--- src/rtl/ni_tx_pkg.sv ---
// Shared flit format for the NI injector: type codes, field positions, FSM states.
// The router input channel decodes flits with these same constants.
package ni_tx_pkg;

  localparam int DATAW = 64;
  localparam int NODEW = 4;
  localparam int NVCH  = 2;
  localparam int LENW  = 4;
  localparam int VCW   = (NVCH > 1) ? $clog2(NVCH) : 1;
  localparam int PAYW  = DATAW - 3;

  // Head flit layout, MSB first: TYPE | DST | SRC | VCH | zero fill
  localparam int TYPE_MSB = DATAW - 1;
  localparam int TYPE_LSB = DATAW - 3;
  localparam int DST_MSB  = TYPE_LSB - 1;
  localparam int DST_LSB  = DST_MSB - NODEW + 1;
  localparam int SRC_MSB  = DST_LSB - 1;
  localparam int SRC_LSB  = SRC_MSB - NODEW + 1;
  localparam int VCH_MSB  = SRC_LSB - 1;
  localparam int VCH_LSB  = VCH_MSB - VCW + 1;

  localparam logic Enable  = 1'b1;
  localparam logic Disable = 1'b0;

  typedef enum logic [2:0] {
    TYPE_NONE     = 3'd0,
    TYPE_HEAD     = 3'd1,
    TYPE_BODY     = 3'd2,
    TYPE_TAIL     = 3'd3,
    TYPE_HEADTAIL = 3'd4
  } flit_type_e;

  typedef enum logic [1:0] {
    S_IDLE  = 2'd0,
    S_VCSEL = 2'd1,
    S_HEAD  = 2'd2,
    S_BODY  = 2'd3
  } state_e;

  function automatic logic [DATAW-1:0] head_flit(flit_type_e t, logic [NODEW-1:0] dst,
                                                 logic [NODEW-1:0] src, logic [VCW-1:0] vc);
    logic [DATAW-1:0] f;
    f = '0;
    f[TYPE_MSB:TYPE_LSB] = t;
    f[DST_MSB:DST_LSB]   = dst;
    f[SRC_MSB:SRC_LSB]   = src;
    f[VCH_MSB:VCH_LSB]   = vc;
    return f;
  endfunction

endpackage

--- src/rtl/ni_tx_if.sv ---
// Core send port plus router link for one NI injector.
// master = the injector, slave = core/router side.
interface ni_tx_if;
  import ni_tx_pkg::*;

  logic                 pkt_valid;
  logic                 pkt_ready;
  logic [NODEW-1:0]     pkt_dst;
  logic [LENW-1:0]      pkt_len;
  logic                 pay_valid;
  logic                 pay_ready;
  logic [PAYW-1:0]      pay_data;
  logic [DATAW-1:0]     odata;
  logic                 ovalid;
  logic [VCW-1:0]       ovch;
  logic [NVCH-1:0]      irdy;
  logic [NVCH-1:0]      ilck;

  modport master (
    input  pkt_valid, pkt_dst, pkt_len, pay_valid, pay_data, irdy, ilck,
    output pkt_ready, pay_ready, odata, ovalid, ovch
  );

  modport slave (
    output pkt_valid, pkt_dst, pkt_len, pay_valid, pay_data, irdy, ilck,
    input  pkt_ready, pay_ready, odata, ovalid, ovch
  );

endinterface

--- src/rtl/ni_vcsel.sv ---
// Round-robin free-VC picker: first VC at or after rr_ptr that is unlocked and ready.
module ni_vcsel
  import ni_tx_pkg::*;
(
  input  logic [NVCH-1:0] ilck,
  input  logic [NVCH-1:0] irdy,
  input  logic [VCW-1:0]  rr_ptr,
  output logic [VCW-1:0]  grant,
  output logic            valid
);

  logic [VCW:0]   sum;
  logic [VCW-1:0] idx;

  // Scan from the farthest offset down so the closest eligible VC wins.
  always_comb begin
    valid = 1'b0;
    grant = '0;
    sum   = '0;
    idx   = '0;
    for (int i = NVCH - 1; i >= 0; i--) begin
      sum = {1'b0, rr_ptr} + (VCW+1)'(i);
      if (sum >= (VCW+1)'(NVCH)) sum = sum - (VCW+1)'(NVCH);
      idx = sum[VCW-1:0];
      if (!ilck[idx] && irdy[idx]) begin
        valid = 1'b1;
        grant = idx;
      end
    end
  end

endmodule

--- src/rtl/ni_tx.sv ---
// NI injector: takes a descriptor + payload stream from the core and drives
// head/body/tail flits onto the local router input channel, honouring per-VC ready/lock.
module ni_tx
  import ni_tx_pkg::*;
(
  input  logic             clk,
  input  logic             rst_,
  input  logic [NODEW-1:0] my_id,
  ni_tx_if.master          link,
  output logic             busy,
  output logic [15:0]      tx_pkts
);

  state_e           state, nstate;
  logic [NODEW-1:0] dst_q;
  logic [LENW-1:0]  len_q, rem_q;
  logic [VCW-1:0]   cur_vc, rr_ptr, grant;
  logic             gnt_vld;
  logic             pkt_acc, head_go, body_go, last;

  ni_vcsel u_vcsel (
    .ilck   (link.ilck),
    .irdy   (link.irdy),
    .rr_ptr (rr_ptr),
    .grant  (grant),
    .valid  (gnt_vld)
  );

  assign pkt_acc = (state == S_IDLE) && link.pkt_valid;
  assign head_go = (state == S_HEAD) && link.irdy[cur_vc];
  assign body_go = (state == S_BODY) && link.irdy[cur_vc] && link.pay_valid;
  assign last    = (rem_q == LENW'(1));

  always_ff @(posedge clk or posedge rst_) begin
    if (rst_) state <= S_IDLE;
    else      state <= nstate;
  end

  always_comb begin
    nstate = state;
    case (state)
      S_IDLE:  if (pkt_acc) nstate = S_VCSEL;
      S_VCSEL: if (gnt_vld) nstate = S_HEAD;
      S_HEAD:  if (head_go) nstate = (len_q == '0) ? S_IDLE : S_BODY;
      S_BODY:  if (body_go && last) nstate = S_IDLE;
      default: nstate = S_IDLE;
    endcase
  end

  always_comb begin
    link.pkt_ready = Disable;
    link.pay_ready = Disable;
    busy           = Enable;
    case (state)
      S_IDLE: begin
        link.pkt_ready = Enable;
        busy           = Disable;
      end
      S_BODY:  link.pay_ready = link.irdy[cur_vc];
      default: ;
    endcase
  end

  // Link outputs are registered and fall back to all-zero whenever nothing issues.
  always_ff @(posedge clk or posedge rst_) begin
    if (rst_) begin
      dst_q       <= '0;
      len_q       <= '0;
      rem_q       <= '0;
      cur_vc      <= '0;
      rr_ptr      <= '0;
      tx_pkts     <= '0;
      link.odata  <= '0;
      link.ovalid <= 1'b0;
      link.ovch   <= '0;
    end else begin
      link.odata  <= '0;
      link.ovalid <= 1'b0;
      link.ovch   <= '0;
      if (pkt_acc) begin
        dst_q <= link.pkt_dst;
        len_q <= link.pkt_len;
      end
      if (state == S_VCSEL && gnt_vld) cur_vc <= grant;
      if (head_go) begin
        link.odata  <= head_flit((len_q == '0) ? TYPE_HEADTAIL : TYPE_HEAD, dst_q, my_id, cur_vc);
        link.ovalid <= 1'b1;
        link.ovch   <= cur_vc;
        rem_q       <= len_q;
        rr_ptr      <= (cur_vc == VCW'(NVCH - 1)) ? '0 : cur_vc + VCW'(1);
      end
      if (body_go) begin
        link.odata  <= {last ? TYPE_TAIL : TYPE_BODY, link.pay_data};
        link.ovalid <= 1'b1;
        link.ovch   <= cur_vc;
        rem_q       <= rem_q - LENW'(1);
      end
      if ((head_go && len_q == '0) || (body_go && last)) tx_pkts <= tx_pkts + 16'd1;
    end
  end

endmodule

--- src/flat_wrapper.sv ---
// flat-port wrapper written by rule: the top's interface ports become plain ports
module ni_tx_flat import ni_tx_pkg::*;
  (clk, rst_, my_id, busy, tx_pkts, link_pkt_valid, link_pkt_dst, link_pkt_len, link_pay_valid, link_pay_data, link_irdy, link_ilck, link_pkt_ready, link_pay_ready, link_odata, link_ovalid, link_ovch);
  ni_tx_if link_i ();
  input  logic clk;
  input  logic rst_;
  input  logic [NODEW-1:0] my_id;
  output logic busy;
  output logic [15:0] tx_pkts;
  input wire logic [$bits(link_i.pkt_valid)-1:0] link_pkt_valid;
  input wire logic [$bits(link_i.pkt_dst)-1:0] link_pkt_dst;
  input wire logic [$bits(link_i.pkt_len)-1:0] link_pkt_len;
  input wire logic [$bits(link_i.pay_valid)-1:0] link_pay_valid;
  input wire logic [$bits(link_i.pay_data)-1:0] link_pay_data;
  input wire logic [$bits(link_i.irdy)-1:0] link_irdy;
  input wire logic [$bits(link_i.ilck)-1:0] link_ilck;
  output wire logic [$bits(link_i.pkt_ready)-1:0] link_pkt_ready;
  output wire logic [$bits(link_i.pay_ready)-1:0] link_pay_ready;
  output wire logic [$bits(link_i.odata)-1:0] link_odata;
  output wire logic [$bits(link_i.ovalid)-1:0] link_ovalid;
  output wire logic [$bits(link_i.ovch)-1:0] link_ovch;
  assign link_i.pkt_valid = link_pkt_valid;
  assign link_i.pkt_dst = link_pkt_dst;
  assign link_i.pkt_len = link_pkt_len;
  assign link_i.pay_valid = link_pay_valid;
  assign link_i.pay_data = link_pay_data;
  assign link_i.irdy = link_irdy;
  assign link_i.ilck = link_ilck;
  assign link_pkt_ready = link_i.pkt_ready;
  assign link_pay_ready = link_i.pay_ready;
  assign link_odata = link_i.odata;
  assign link_ovalid = link_i.ovalid;
  assign link_ovch = link_i.ovch;
  ni_tx u_core (.clk(clk), .rst_(rst_), .my_id(my_id), .link(link_i), .busy(busy), .tx_pkts(tx_pkts));
endmodule
--- config.mk ---
export PLATFORM = sky130hd
export DESIGN_NAME = ni_tx_flat
export DESIGN_NICKNAME = d
export VERILOG_FILES = /design/src/rtl/ni_tx_pkg.sv /design/src/rtl/ni_tx_if.sv /design/src/rtl/ni_vcsel.sv /design/src/rtl/ni_tx.sv /design/src/flat_wrapper.sv
export SDC_FILE = /design/constraint.sdc
export NUM_CORES = 1
export LEC_CHECK = 0
export ABC_CLOCK_PERIOD_IN_PS = 3100
export CAP_MARGIN = 20
export CORE_AREA = 10 10 96 98
export DETAILED_ROUTE_END_ITERATION = 8
export DIE_AREA = 0 0 106 108
export DONT_BUFFER_PORTS = 1
export PLACE_DENSITY = 0.82
export SLEW_MARGIN = 10
export SYNTH_ARGS = -nofsm -noshare
export SYNTH_HDL_FRONTEND = slang
export SYNTH_SLANG_ARGS = --single-unit
--- constraint.sdc ---
create_clock -name clk -period 3.1 [get_ports clk]
set_input_delay 0.31 -clock clk [delete_from_list [all_inputs] [get_ports clk]]
set_output_delay 0.31 -clock clk [all_outputs]
set_load 0.005 [all_outputs]
==> results.yml <==
worst_setup_path:
  worst-endpoint-arrival_ns: 2.36
  r2r_slack_ns: 1.03
  end_kind: "flop"
  worstPathMaxFanout: 62
  cp.required_ns: 3.38
  worst_r2r_endpoint: "u_core.tx_pkts[12]$_DFFE_PP0P_"
  reg2reg_depth: 4
  worstSetupPathType: "flop to flop"
  cp-start-kind: "flop"
  rr_startpoint: "u_core.cur_vc$_DFFE_PP0P_"
synthesis:
  syn-cell-area_um2: 3830
  synth_edf_count: 0
  syn-mean-instance-area_um2: 13.0
  yosysSeqAreaShare_pct: 64.0
  yosys.area.top_type: "dfrtp_1"
  synth_compound_area_share_pct: 8.59
  synthSimpleGateAreaFrac_pct: 16.6
  yosys.area.top_type_share_pct: 64.0
  ys_ff_latch: 98
  synth_warnings: 0
  async_flop_share_pct: 100
  synth_nets: 378
  yosys.cell_types.count: 45
  synthTopCellsByCount: "dfrtp_1, and3_1, xor2_1, clkbuf_1, nand2_1"
  synth_top_family_by_area: "simple AND/OR/NAND/NOR gates"
  postSynthCellCount: 294
  synth_ff_type: "dfrtp_1"
  synthMuxAreaShare_pct: 3.04
  synth_area_leaders: "dfrtp_1, and3_1, xor2_1, mux2_2, a22o_1"
  synthXorXnorAreaFrac_pct: 3.43
  yosys.area_share.adder_pct: 0.979
  synth_most_common_cell: "dfrtp_1"
cts:
  clk-insertion-delay-late_ns: 0.36
  cts_sinks: 98
  cts_tree: "done"
  cts_buffers: 9
  ctsHoldBuffers: 0
  cts_max_level: 3
  cts_root_buffer: "clkbuf_8"
  clk_pin_slew_ns: 0.10
  cts_setup_buffers: 0
  cts-resized-gates: 0
  clockBufferDepth: 2
grt:
  grt_use_total_pct: 14.9
  grt_max_degree: 71
  grt_pass1_wl_um: 13400
  grt_overflow: 0
  antenna_found_initial: 0
  grt_pass1_vias: 2279
layout:
  final_core_utilization_pct: 55.0
  drive_gt1_share_pct: 13.2
  syn_to_final_growth_pct: 6.95
  fin_nets: 374
  finish.instance_area_um2: 4100
  diodes: 0
hold_path:
  worstHoldPathType: "input port to async pin"
routing:
  dr.pass1.iters: 5
  routed_wl_um: 8840
  wire_per_inst_um: 22.3
  drtIter0Drc: 105
  drtAntennaViolNets: 0
  routed-via-count: 2281
  avgViaCountPerCell: 5.75
  drc: 0
sta:
  tns_ns: 0
  fin_crit_sh_pct: 66.8
  tightestPinTransition_ns: 0.829
  hold_violations: 15
  whs_ns: -0.0254
  layout_min_cycle_time_ns: 2.07
  relSlewSlack_pct: 44.8
  rsz0062_at_grt: "no"
  slew_violations: 0
  skew_ns: 0.0121
  setup_viol: 0
  fmax_mhz: 483
power_and_ir_drop:
  ir_drop_mv: 0.540
  cellPowerDensity_nw_per_um2: 768
  p_leak_nw: 2.16
placement:
  port_buffers: 0
  gp_routability_congestion: 0.836
  placed_area_um2: 3900
  dp_hpwl_um: 6580
floorplanning:
  core_um2: 7450
  die_h_um: 108
  die_area_um2: 11400
  fp-row-count: 32
  num_io_pins: 166
  die_x_um: 106
  start_util_pct: 51.5
job:
  maxCapViolations: 0
status:
  violations: "hold timing"
  status: "complete, but fails checks"
## logic make-up after synthesis
logic type	Yosys count
flops	98
compound gates	42
mux	10
simple gates	97
buf+inv	29
fa+ha+maj	3
xor+xnor	15
## metal layers
layer / vias to the layer above / GRT usage [%] / routed length, um / share of wire, %
met2: 123 / 24.7 / 4420 / 50
li1: 1030 / - / - / -
met1: 1118 / 17.1 / 3380 / 38
met3: 10 / 6.13 / 927 / 10
met4: 0 / 5.80 / 124 / 1.4
met5: - / 0 / 0 / 0
## how the worst max path moves through the flow
stage | end | cells past startpoint | slack, ns | startpoint
2_1_floorplan | u_core.cur_vc$_DFFE_PP0P_ | 1 | 0.23 | rst_
3_3_place_gp | u_core.tx_pkts[12]$_DFFE_PP0P_ | 4 | 1.09 | u_core.cur_vc$_DFFE_PP0P_
3_5_place_dp | u_core.tx_pkts[12]$_DFFE_PP0P_ | 4 | 1.04 | u_core.cur_vc$_DFFE_PP0P_
4_1_cts | u_core.tx_pkts[12]$_DFFE_PP0P_ | 4 | 1.03 | u_core.cur_vc$_DFFE_PP0P_
5_1_grt | u_core.rem_q[3]$_DFFE_PP0P_ | 5 | 0.89 | u_core.cur_vc$_DFFE_PP0P_
6_report | u_core.tx_pkts[12]$_DFFE_PP0P_ | 4 | 1.03 | u_core.cur_vc$_DFFE_PP0P_
## stage by stage
stage	hold slack (ns)	setup slack (ns)	cells	power, W
after floorplan	0.443	0.228	294	0.00220
after global placement	0.387	1.09	381	0.00232
after detailed placement	0.408	1.04	381	0.00236
after CTS	0.00412	1.03	397	0.00319
after global routing	0.0533	0.889	397	0.00333
final	-0.0254	1.03	397	0.00315
## where the power goes
part | internal [W] | leakage, nW | total (W) | switching [W]
clock network | 0.000385 | 0.0990 | 0.000829 | 0.000445
logic | 0.000248 | 0.746 | 0.000595 | 0.000347
registers | 0.00151 | 1.31 | 0.00172 | 0.000213
total | 0.00214 | 2.16 | 0.00315 | 0.00100
## placed cells by master, fill, tap and decap left out, types with 2 or more instances in the layout
| cell type | netlist | final |
|---|---|---|
| dfrtp_1 | 98 | 98 |
| and3_1 | 54 | 54 |
| xor2_1 | 14 | 14 |
| nand2_1 | 13 | 13 |
| a21oi_1 | 10 | 10 |
| inv_1 | 11 | 10 |
| mux2_2 | 9 | 9 |
| clkbuf_8 | 0 | 9 |
| a22o_1 | 8 | 8 |
| nand3_1 | 6 | 6 |
| a211oi_1 | 5 | 5 |
| o21ai_0 | 5 | 5 |
| nor2b_1 | 4 | 4 |
| nor2_1 | 3 | 3 |
| ha_1 | 3 | 3 |
| buf_4 | 1 | 3 |
| nand3_4 | 2 | 2 |
| a211oi_2 | 2 | 2 |
| and4_1 | 2 | 2 |
| and2_1 | 2 | 2 |
| a221o_1 | 2 | 2 |
| nor3b_1 | 2 | 2 |
| clkinv_4 | 0 | 2 |
## worst max-delay path: stages, from the launching register on
cell and delay (ns):
dfrtp_1 0.43, mux2_4 0.55, nand4_4 0.38, a2111oi_4 0.46
xor2_1 0.17
## cell type report
type | instances | area (um^2)
sequential | 98 | 2450
clock buffer | 10 | 128
inverter | 11 | 43.8
multi-input combinational | 167 | 1250
tap | 102 | 128
clock inverter | 6 | 75.1
fill | 615 | 3350
timing repair buffer | 3 | 22.5
## state kept, by name, summed over array words and instances, names as in the netlist
signal	count
u_core.len_q	4
u_core.state	2
u_core.cur_vc	1
u_core.tx_pkts	16
u_core.link.ovalid	1
u_core.rr_ptr	1
u_core.rem_q	4
u_core.dst_q	4
u_core.link.ovch	1
u_core.link.odata	64
No activity file was read; power rests on OpenSTA's default activity.
